===== src/rtl/pcm_stream_buffer_pkg.sv =====
// pcm_stream_buffer_pkg: shared widths, default sizes and playback FSM states
package pcm_stream_buffer_pkg;
  localparam int SAMPLE_W    = 16;
  localparam int DEPTH_DEF   = 64;
  localparam int PREFILL_DEF = 16;
  localparam int UCNT_W      = 8;
  typedef enum logic {ST_PREFILL, ST_PLAY} state_e;
endpackage


===== src/rtl/pcm_fifo.sv =====
// pcm_fifo: synchronous single-clock FIFO with zero-latency head read
//   clk, rst_b      : clock, synchronous active-low reset (empties FIFO)
//   push, din       : write request and data; accepted when not full or when a pop occurs
//   pop, dout       : read request and current head; ignored when empty
//   full, empty     : occupancy flags
//   count           : occupancy, 0..DEPTH
module pcm_fifo #(
  parameter int W = 16,
  parameter int DEPTH = 64,
  localparam int AW = $clog2(DEPTH)
) (
  input  logic         clk,
  input  logic         rst_b,
  input  logic         push,
  input  logic [W-1:0] din,
  input  logic         pop,
  output logic [W-1:0] dout,
  output logic         full,
  output logic         empty,
  output logic [AW:0]  count
);
  logic [W-1:0]  mem_q [DEPTH];
  logic [AW-1:0] wptr_q, rptr_q;
  logic [AW:0]   count_q;
  logic          do_push, do_pop;
  always_comb begin
    empty   = count_q == '0;
    full    = count_q == (AW+1)'(DEPTH);
    do_pop  = pop & ~empty;
    do_push = push & (~full | do_pop);
    dout    = mem_q[rptr_q];
    count   = count_q;
  end
  always_ff @(posedge clk) begin
    if (!rst_b) begin
      wptr_q  <= '0;
      rptr_q  <= '0;
      count_q <= '0;
    end else begin
      wptr_q  <= wptr_q + AW'(do_push);
      rptr_q  <= rptr_q + AW'(do_pop);
      count_q <= count_q + (AW+1)'(do_push) - (AW+1)'(do_pop);
    end
  end
  // storage is left unreset so it maps onto RAM; writes are blocked during reset
  always_ff @(posedge clk) if (rst_b && do_push) mem_q[wptr_q] <= din;
endmodule


===== src/rtl/pcm_stream_buffer.sv =====
// pcm_stream_buffer: capture/playback sample buffering between AC97 PCM strobes and a stream client
//   clock_27mhz, reset_b           : clock, synchronous active-low reset
//   ready, audio_in_data           : codec sample strobe and captured sample
//   audio_out_data                 : registered playback sample for the codec
//   cap_data/cap_valid/cap_ready   : capture stream out
//   play_data/play_valid/play_ready: playback stream in
//   cap_overflow, play_underrun    : sticky error flags
//   underrun_count, clear_flags    : saturating starve count, flag/count clear
module pcm_stream_buffer
  import pcm_stream_buffer_pkg::*;
#(
  parameter int DEPTH = DEPTH_DEF,
  parameter int PREFILL = PREFILL_DEF,
  localparam int AW = $clog2(DEPTH)
) (
  input  logic                clock_27mhz,
  input  logic                reset_b,
  input  logic                ready,
  input  logic [SAMPLE_W-1:0] audio_in_data,
  output logic [SAMPLE_W-1:0] audio_out_data,
  output logic [SAMPLE_W-1:0] cap_data,
  output logic                cap_valid,
  input  logic                cap_ready,
  input  logic [SAMPLE_W-1:0] play_data,
  input  logic                play_valid,
  output logic                play_ready,
  output logic                cap_overflow,
  output logic                play_underrun,
  output logic [UCNT_W-1:0]   underrun_count,
  input  logic                clear_flags
);
  state_e              state_q, state_d;
  logic [SAMPLE_W-1:0] audio_q, audio_d, play_head;
  logic                ovf_q, ovf_d, und_q, und_d;
  logic [UCNT_W-1:0]   ucnt_q, ucnt_d;
  logic                cap_full, cap_empty, cap_pop, ovf_ev;
  logic                play_full, play_empty, play_push, play_pop, und_ev;
  logic [AW:0]         cap_count, play_count;
  pcm_fifo #(.W(SAMPLE_W), .DEPTH(DEPTH)) u_cap (
    .clk(clock_27mhz), .rst_b(reset_b), .push(ready), .din(audio_in_data),
    .pop(cap_pop), .dout(cap_data), .full(cap_full), .empty(cap_empty), .count(cap_count)
  );
  pcm_fifo #(.W(SAMPLE_W), .DEPTH(DEPTH)) u_play (
    .clk(clock_27mhz), .rst_b(reset_b), .push(play_push), .din(play_data),
    .pop(play_pop), .dout(play_head), .full(play_full), .empty(play_empty), .count(play_count)
  );
  always_comb begin
    cap_valid  = ~cap_empty;
    cap_pop    = cap_valid & cap_ready;
    ovf_ev     = ready & cap_full & ~cap_pop;
    // playback push is refused whenever full, even if the strobe pops this cycle
    play_ready = ~play_full;
    play_push  = play_valid & ~play_full;
    play_pop   = (state_q == ST_PLAY) & ready & ~play_empty;
    und_ev     = (state_q == ST_PLAY) & ready & play_empty;
    state_d    = (state_q == ST_PREFILL) ? ((play_count >= (AW+1)'(PREFILL)) ? ST_PLAY : ST_PREFILL)
                                         : (und_ev ? ST_PREFILL : ST_PLAY);
    audio_d    = ready ? (play_pop ? play_head : '0) : audio_q;
    // a set event wins over clear, so a clear coinciding with a starve leaves count at 1
    ovf_d      = ovf_ev | (ovf_q & ~clear_flags);
    und_d      = und_ev | (und_q & ~clear_flags);
    ucnt_d     = und_ev ? (clear_flags ? UCNT_W'(1) : (&ucnt_q ? ucnt_q : ucnt_q + 1'b1))
                        : (clear_flags ? '0 : ucnt_q);
  end
  always_ff @(posedge clock_27mhz) begin
    if (!reset_b) begin
      state_q <= ST_PREFILL;
      audio_q <= '0;
      ovf_q   <= 1'b0;
      und_q   <= 1'b0;
      ucnt_q  <= '0;
    end else begin
      state_q <= state_d;
      audio_q <= audio_d;
      ovf_q   <= ovf_d;
      und_q   <= und_d;
      ucnt_q  <= ucnt_d;
    end
  end
  assign audio_out_data = audio_q;
  assign cap_overflow   = ovf_q;
  assign play_underrun  = und_q;
  assign underrun_count = ucnt_q;
endmodule

===== config.mk =====
export PLATFORM = sky130hd
export DESIGN_NAME = pcm_stream_buffer
export DESIGN_NICKNAME = d
export VERILOG_FILES = /design/src/rtl/pcm_stream_buffer_pkg.sv /design/src/rtl/pcm_fifo.sv /design/src/rtl/pcm_stream_buffer.sv
export SDC_FILE = /design/constraint.sdc
export NUM_CORES = 2
export LEC_CHECK = 0
export ABC_AREA = 1
export CAP_MARGIN = 20
export CORE_ASPECT_RATIO = 0.6
export CORE_MARGIN = 5
export CORE_UTILIZATION = 25
export CTS_CLUSTER_SIZE = 25
export DETAILED_ROUTE_END_ITERATION = 16
export DONT_BUFFER_PORTS = 1
export PLACE_DENSITY = 0.47
export REMOVE_ABC_BUFFERS = 1
export SYNTH_ARGS = -nofsm -noshare
export SYNTH_HDL_FRONTEND = slang
export SYNTH_SLANG_ARGS = --single-unit

===== constraint.sdc =====
create_clock -name clock_27mhz -period 4.2 [get_ports clock_27mhz]
set_clock_uncertainty 0.05 [all_clocks]
set_input_delay 0.84 -clock clock_27mhz [delete_from_list [all_inputs] [get_ports clock_27mhz]]
set_output_delay 0.84 -clock clock_27mhz [all_outputs]
set_load 0.02 [all_outputs]

# After elaboration in Yosys (flattened, before gate mapping)

Memories as Yosys holds them, arrays and structs flattened. A register that Yosys moved wholly into a read port is not among the register bits.
Cells that the tools add are included.

Equality and inequality tests: 3
Reduce and logical (&&, ||, !) cells: 7
$add $sub $neg: 9
Multiply operators: 0
Magnitude comparators: 1
Divide/modulo/power cells: 0
Mux-type cells: 14
Shifts and indexed selects: 0
Bitwise logic cells: 23

Operators with widths:

| operator                                            | count |
|---|---|
| 2-to-1 mux 8 bit                                    | 4 |
| adder 6 x 1 -> 6 bit                                | 4 |
| 2-to-1 mux 16 bit                                   | 1 |
| adder 7 x 1 -> 7 bit                                | 2 |
| == test 7 bit, second input constant                | 2 |
| logical NOT 7 bit                                   | 2 |
| subtractor 7 x 1 -> 7 bit                           | 2 |
| AND 1 bit                                           | 13 |
| 2-to-1 mux 6 bit                                    | 2 |
| adder 8 x 1 -> 8 bit, second input constant         | 1 |
| AND reduction 8 bit                                 | 1 |
| >= comparator 7 x 5 -> 1 bit, second input constant | 1 |
| 2-to-1 mux 1 bit                                    | 7 |
| inverter 1 bit                                      | 6 |
| OR 1 bit                                            | 4 |
| logical AND 1 bit                                   | 2 |
| inequality test 2 bit, second input constant        | 1 |
| AND reduction 2 bit                                 | 1 |
| nonzero test 2 bit                                  | 1 |

Flip-flop bits (word level): 65
Output and inout port bits: 44
Memories kept: 2
Input port bits: 38
Bits in latches: 0
RAM bits: 2048
Bits in read-only memories: 0
Word-level logic and storage cells: 70

Memories:

| memory       | depth | bits a word | rd ports | clocked after memory_dff | wr ports | line           | text |
|---|---|---|---|---|---|---|---|
| u_cap.mem_q  | 64    | 16          | 1        | 1                        | 1        | pcm_fifo.sv:22 | `logic [W-1:0] mem_q [DEPTH];` |
| u_play.mem_q | 64    | 16          | 1        | 1                        | 1        | pcm_fifo.sv:22 |  |

# Longest topological paths before layout

Word-level depth: 9
Depth in mapped cells: 21
Mapped depth without buffers: 20

# Hierarchy

A second synthesis with hierarchy kept.

Cell total of the unflattened synthesis: 8192
Area, all modules: 88568.7 µm²

By module, submodules not included:

| module             | cells an instance | times used | sequential area each (µm²) | area each (µm²) |
|---|---|---|---|---|
| pcm_fifo at u_cap  | 4014              | 1          | 31129.9                    | 43700.7 |
| pcm_fifo at u_play | 4014              | 1          | 31129.9                    | 43695.7 |
| pcm_stream_buffer  | 164               | 1          | 540.5                      | 1172.4 |

# Worst setup path before layout

OpenSTA, ideal clock, no wires.

Path type: input to register
Start: input port ready
End: register u_play.count_q[6] (netlist: u_play.count[6])
Required time: 4086 ps
Setup slack: 1033 ps
Arrival: 3054 ps
Path buffers: 1
Stages on the path: 16
Library setup time: 64 ps
Cell sequence: nand2_1 nor2_1 clkbuf_1 ha_1 inv_1 ha_1 fa_1 nand2_1 inv_1 o21bai_1 a21boi_0 nor2_1 nor2_1 o21ai_0 nand2_1 nor2_1

Word-level cells in the longest chain between the ends: 7

RTL lines:

| item                        | line                    | text |
|---|---|---|
| from (decl)                 | pcm_stream_buffer.sv:18 | `input logic ready,` |
| AND 1 bit * (2 in a row)    | pcm_stream_buffer.sv:54 | `play_pop = (state_q == ST_PLAY) & ready & ~play_empty;` |
| AND 1 bit *                 | pcm_fifo.sv:29          | `do_pop = pop & ~empty;` |
| OR 1 bit                    | pcm_fifo.sv:30          | `do_push = push & (~full \| do_pop);` |
| AND 1 bit                   | pcm_fifo.sv:30          |  |
| adder 7 x 1 -> 7 bit        | pcm_fifo.sv:42          | `count_q <= count_q + (AW+1)'(do_push) - (AW+1)'(do_pop);` |
| subtractor 7 x 1 -> 7 bit * | pcm_fifo.sv:42          |  |
| to (signal assigned)        | pcm_fifo.sv:42          |  |
| to (decl)                   | pcm_fifo.sv:24          | `logic [AW:0] count_q;` |

Mark *: on every way between the ends. The rest lies on a longest branch, timed or not.
A chain may end at the register's enable or synchronous reset.

==> metrics.txt <==
Hold Crit Start=play_data[11]; row cnt=166; number of synthesized flops with an enable pin=~2000; CTS buffer count=215; count leader, synth=edfxtp_1; Synth top area share=71.63%; unrepaired setup endpoints after global routing=true; Initial DRC Count=~7500; top fanout value on the critical path=15; Die Area=355700 um2; max-slew violations=0; Worst VDD drop=between 300 and 400 uV; pre-CTS WS=roughly 0.6 ns; WP data arrival=3.42 ns; CTS H-tree lvls=4; GR Overflow Total=0; CP startpoint=u_cap.rptr_q[0]$_SDFF_PN0_; Die H=464.0 um; Tmin final=4.314 ns; fraction of layout cells with a size suffix above 1=under 10%; Pre-Repair DR Iteration Count=7; core outline area=341500 um2; Pleak=around 35 nW; # IOs=82; Port-buffer cells=0; ys async rst share=0%; WL final=286500 um; WHS=0.1024 ns; nets@finish=7513; clock sink count=2113; GR Util All Layers=15.32%; post-synthesis cell area=85860 um2; CP Capture Type=output port; Final Wtd Congestion=0.8376; clock root buffer=clkbuf_16; PwrDens=517.2 nW/um2; Synth area leader=edfxtp_1; antenna-violating nets left=0; Via density=4.740; commonest cells in the netlist=2048 x edfxtp_1, 1613 x nand2_1, 942 x nor2_1; Syn Area/Cell=~12 um2; Seq cells post-synth=2113; worst min path class=input port to register; largest net degree at the start of global routing=181; area grow syn2layout=17.75%; Max clock buf depth=4; post-DP HPWL=150300 um; Data required, critical path=3.31 ns; cells after synthesis=7305; top cells by area, synth=edfxtp_1 72%, nand2_1 7.1%, nor2_1 4.1%, nand3_1 3.8%, o21ai_0 3.3%; PnR worst setup slack=-0.1136 ns; post-synthesis cell type count=35; die width=766.6 um; reg-to-reg startpoint=u_play.rptr_q[2]$_SDFF_PN0_; maximum clock rate=between 200 and 250 MHz; # DRC=0; clk slew on worst S/H paths=0.07 ns; Tightest Pin Transition=1.119 ns; final setup vio count=4; worst-skew pair later-pin latency=around 0.87 ns; CTS tree=built; Final Hold Vio Count=0; via count=a little under 60000; sequential share of the synthesized area=about three quarters; status=complete, but fails checks; CP max stage delay=0.62 ns; Setup CP Type=register to output port; wire per inst=23.55 um; Max Cap Violations=0; Starting Density=25.15%; top_reg_cell synth=edfxtp_1; failing checks=negative setup slack; slew margin rel.=about a quarter; startpoint types=register; first-pass GRT wire length=400800 um; vias in the first global route=53670; Tcrit/Tclk final=102.7%; Ys Warns=0; crit-path cells=buf_12 > clkinv_16 > buf_12 > buf_16 > o21ai_1 > o21ai_1 > o211ai_1 > nand4_1 > nand3_2 > nand2_4; antenna violations before repair=24; Slowest cell on crit path=nand4_1
flip-flops by register name, indices dropped and copies added (netlist names):
signal / flops
play_underrun: 1
u_play.mem_q: 1024
underrun_count: 8
u_play.wptr_q: 6
u_cap.count: 7
u_play.count: 7
state_q: 1
cap_overflow: 1
u_cap.wptr_q: 6
u_play.rptr_q: 6
audio_out_data: 16
u_cap.mem_q: 1024
u_cap.rptr_q: 6
final timing paths:
kind | end | slack (ns) | cells past startpoint
max | cap_data[13] | -0.11 | 10
min | u_play.mem_q[36][11]$_DFFE_PP_ | 0.10 | 0
max reg2reg | audio_out_data[8]$_SDFFE_PN0P_ | 0.60 | 10
min reg2reg | u_play.wptr_q[4]$_SDFF_PN0_ | 0.47 | 2
cell type report:
cell class | count | area [um2]
Antenna cell | 12 | 30.03
Inverter | 414 | 1607
Clock inverter | 129 | 1185
Clock buffer | 259 | 5698
Timing Repair inverter | 2 | 20.02
Timing Repair Buffer | 358 | 4299
Sequential cell | 2113 | 62820
Tap cell | 4536 | 5675
Multi-Input combinational cell | 4341 | 19770
Fill cell | 34560 | 240400
metal layers:
metal  GRT usage [%]  share of wire [%]
met5               0              0.016
met2           20.64                 39
met1           24.51                 49
met4           2.902                1.8
met3           3.595                 10
worst max-delay path, delay by kind of cell, from the launching register on:
family          cells  cell delay (ns)
simple gates        3             1.01
compound gates      3             0.62
buf+inv             4             0.53
flops               1             0.37
layout by cell type, fill, tap and decap left out, types with 14 or more instances in the layout:
cell type / synthesis / routed
buf_12: 0 / 45
nand2_1: 1613 / 1596
o211ai_1: 162 / 162
nand2_2: 0 / 14
clkbuf_16: 0 / 226
nor2_1: 942 / 934
clkbuf_1: 214 / 31
ha_1: 28 / 28
nand4_1: 59 / 59
inv_1: 405 / 401
nand3_2: 0 / 16
buf_16: 0 / 33
o21ai_0: 569 / 548
clkinv_1: 3 / 47
nand3_1: 653 / 635
dfxtp_1: 65 / 59
o221ai_1: 15 / 15
o21ai_1: 15 / 32
a21oi_1: 119 / 118
edfxtp_1: 2048 / 2048
buf_6: 7 / 16
o22ai_1: 133 / 128
clkinv_2: 0 / 38
buf_4: 25 / 220
bufinv_16: 0 / 19
dlygate4sd3_1: 0 / 29
timing repair:
item                                    CTS  global route
setup endpoints to repair                16            16
hold buffers                             59             0
resized for setup                        61            69
pin swaps                                25            50
endpoints found under the hold margin  1289             0
buffers inserted                         14            14
gates cloned                             11             8
cells by family (layout without fill, tap and decap cells):
group,after synthesis,count (layout),synth area share (%)
other cells,0,12,0
simple gates,3285,3285,15.52
buf+inv,851,1162,4.125
flops,2113,2113,73.14
xor+xnor,3,3,0.03061
fa+ha+maj,30,30,0.4547
compound gates,1023,1023,6.725
metrics by stage:
step	power [mW]	area (um2)	utilization, %	TNS [ns]	cells
3_3_place_gp	31.97	91890	26.91	0	11660
6_report	52.29	101100	29.61	-0.2871	12160
3_5_place_dp	32.01	91890	26.91	0	11660
4_1_cts	52.32	100500	29.43	-0.06804	12130
2_1_floorplan	29.21	83880	-	-548.47	6868
5_1_grt	54.56	101100	29.60	-1.121	12150
power by group:
| group | internal (mW) | switching [mW] |
|---|---|---|
| Clock | 10.8 | 8.40 |
| Combinational | 2.93 | 6.68 |
| Sequential | 23.3 | 0.191 |
Power figures use the tool's default switching activity.
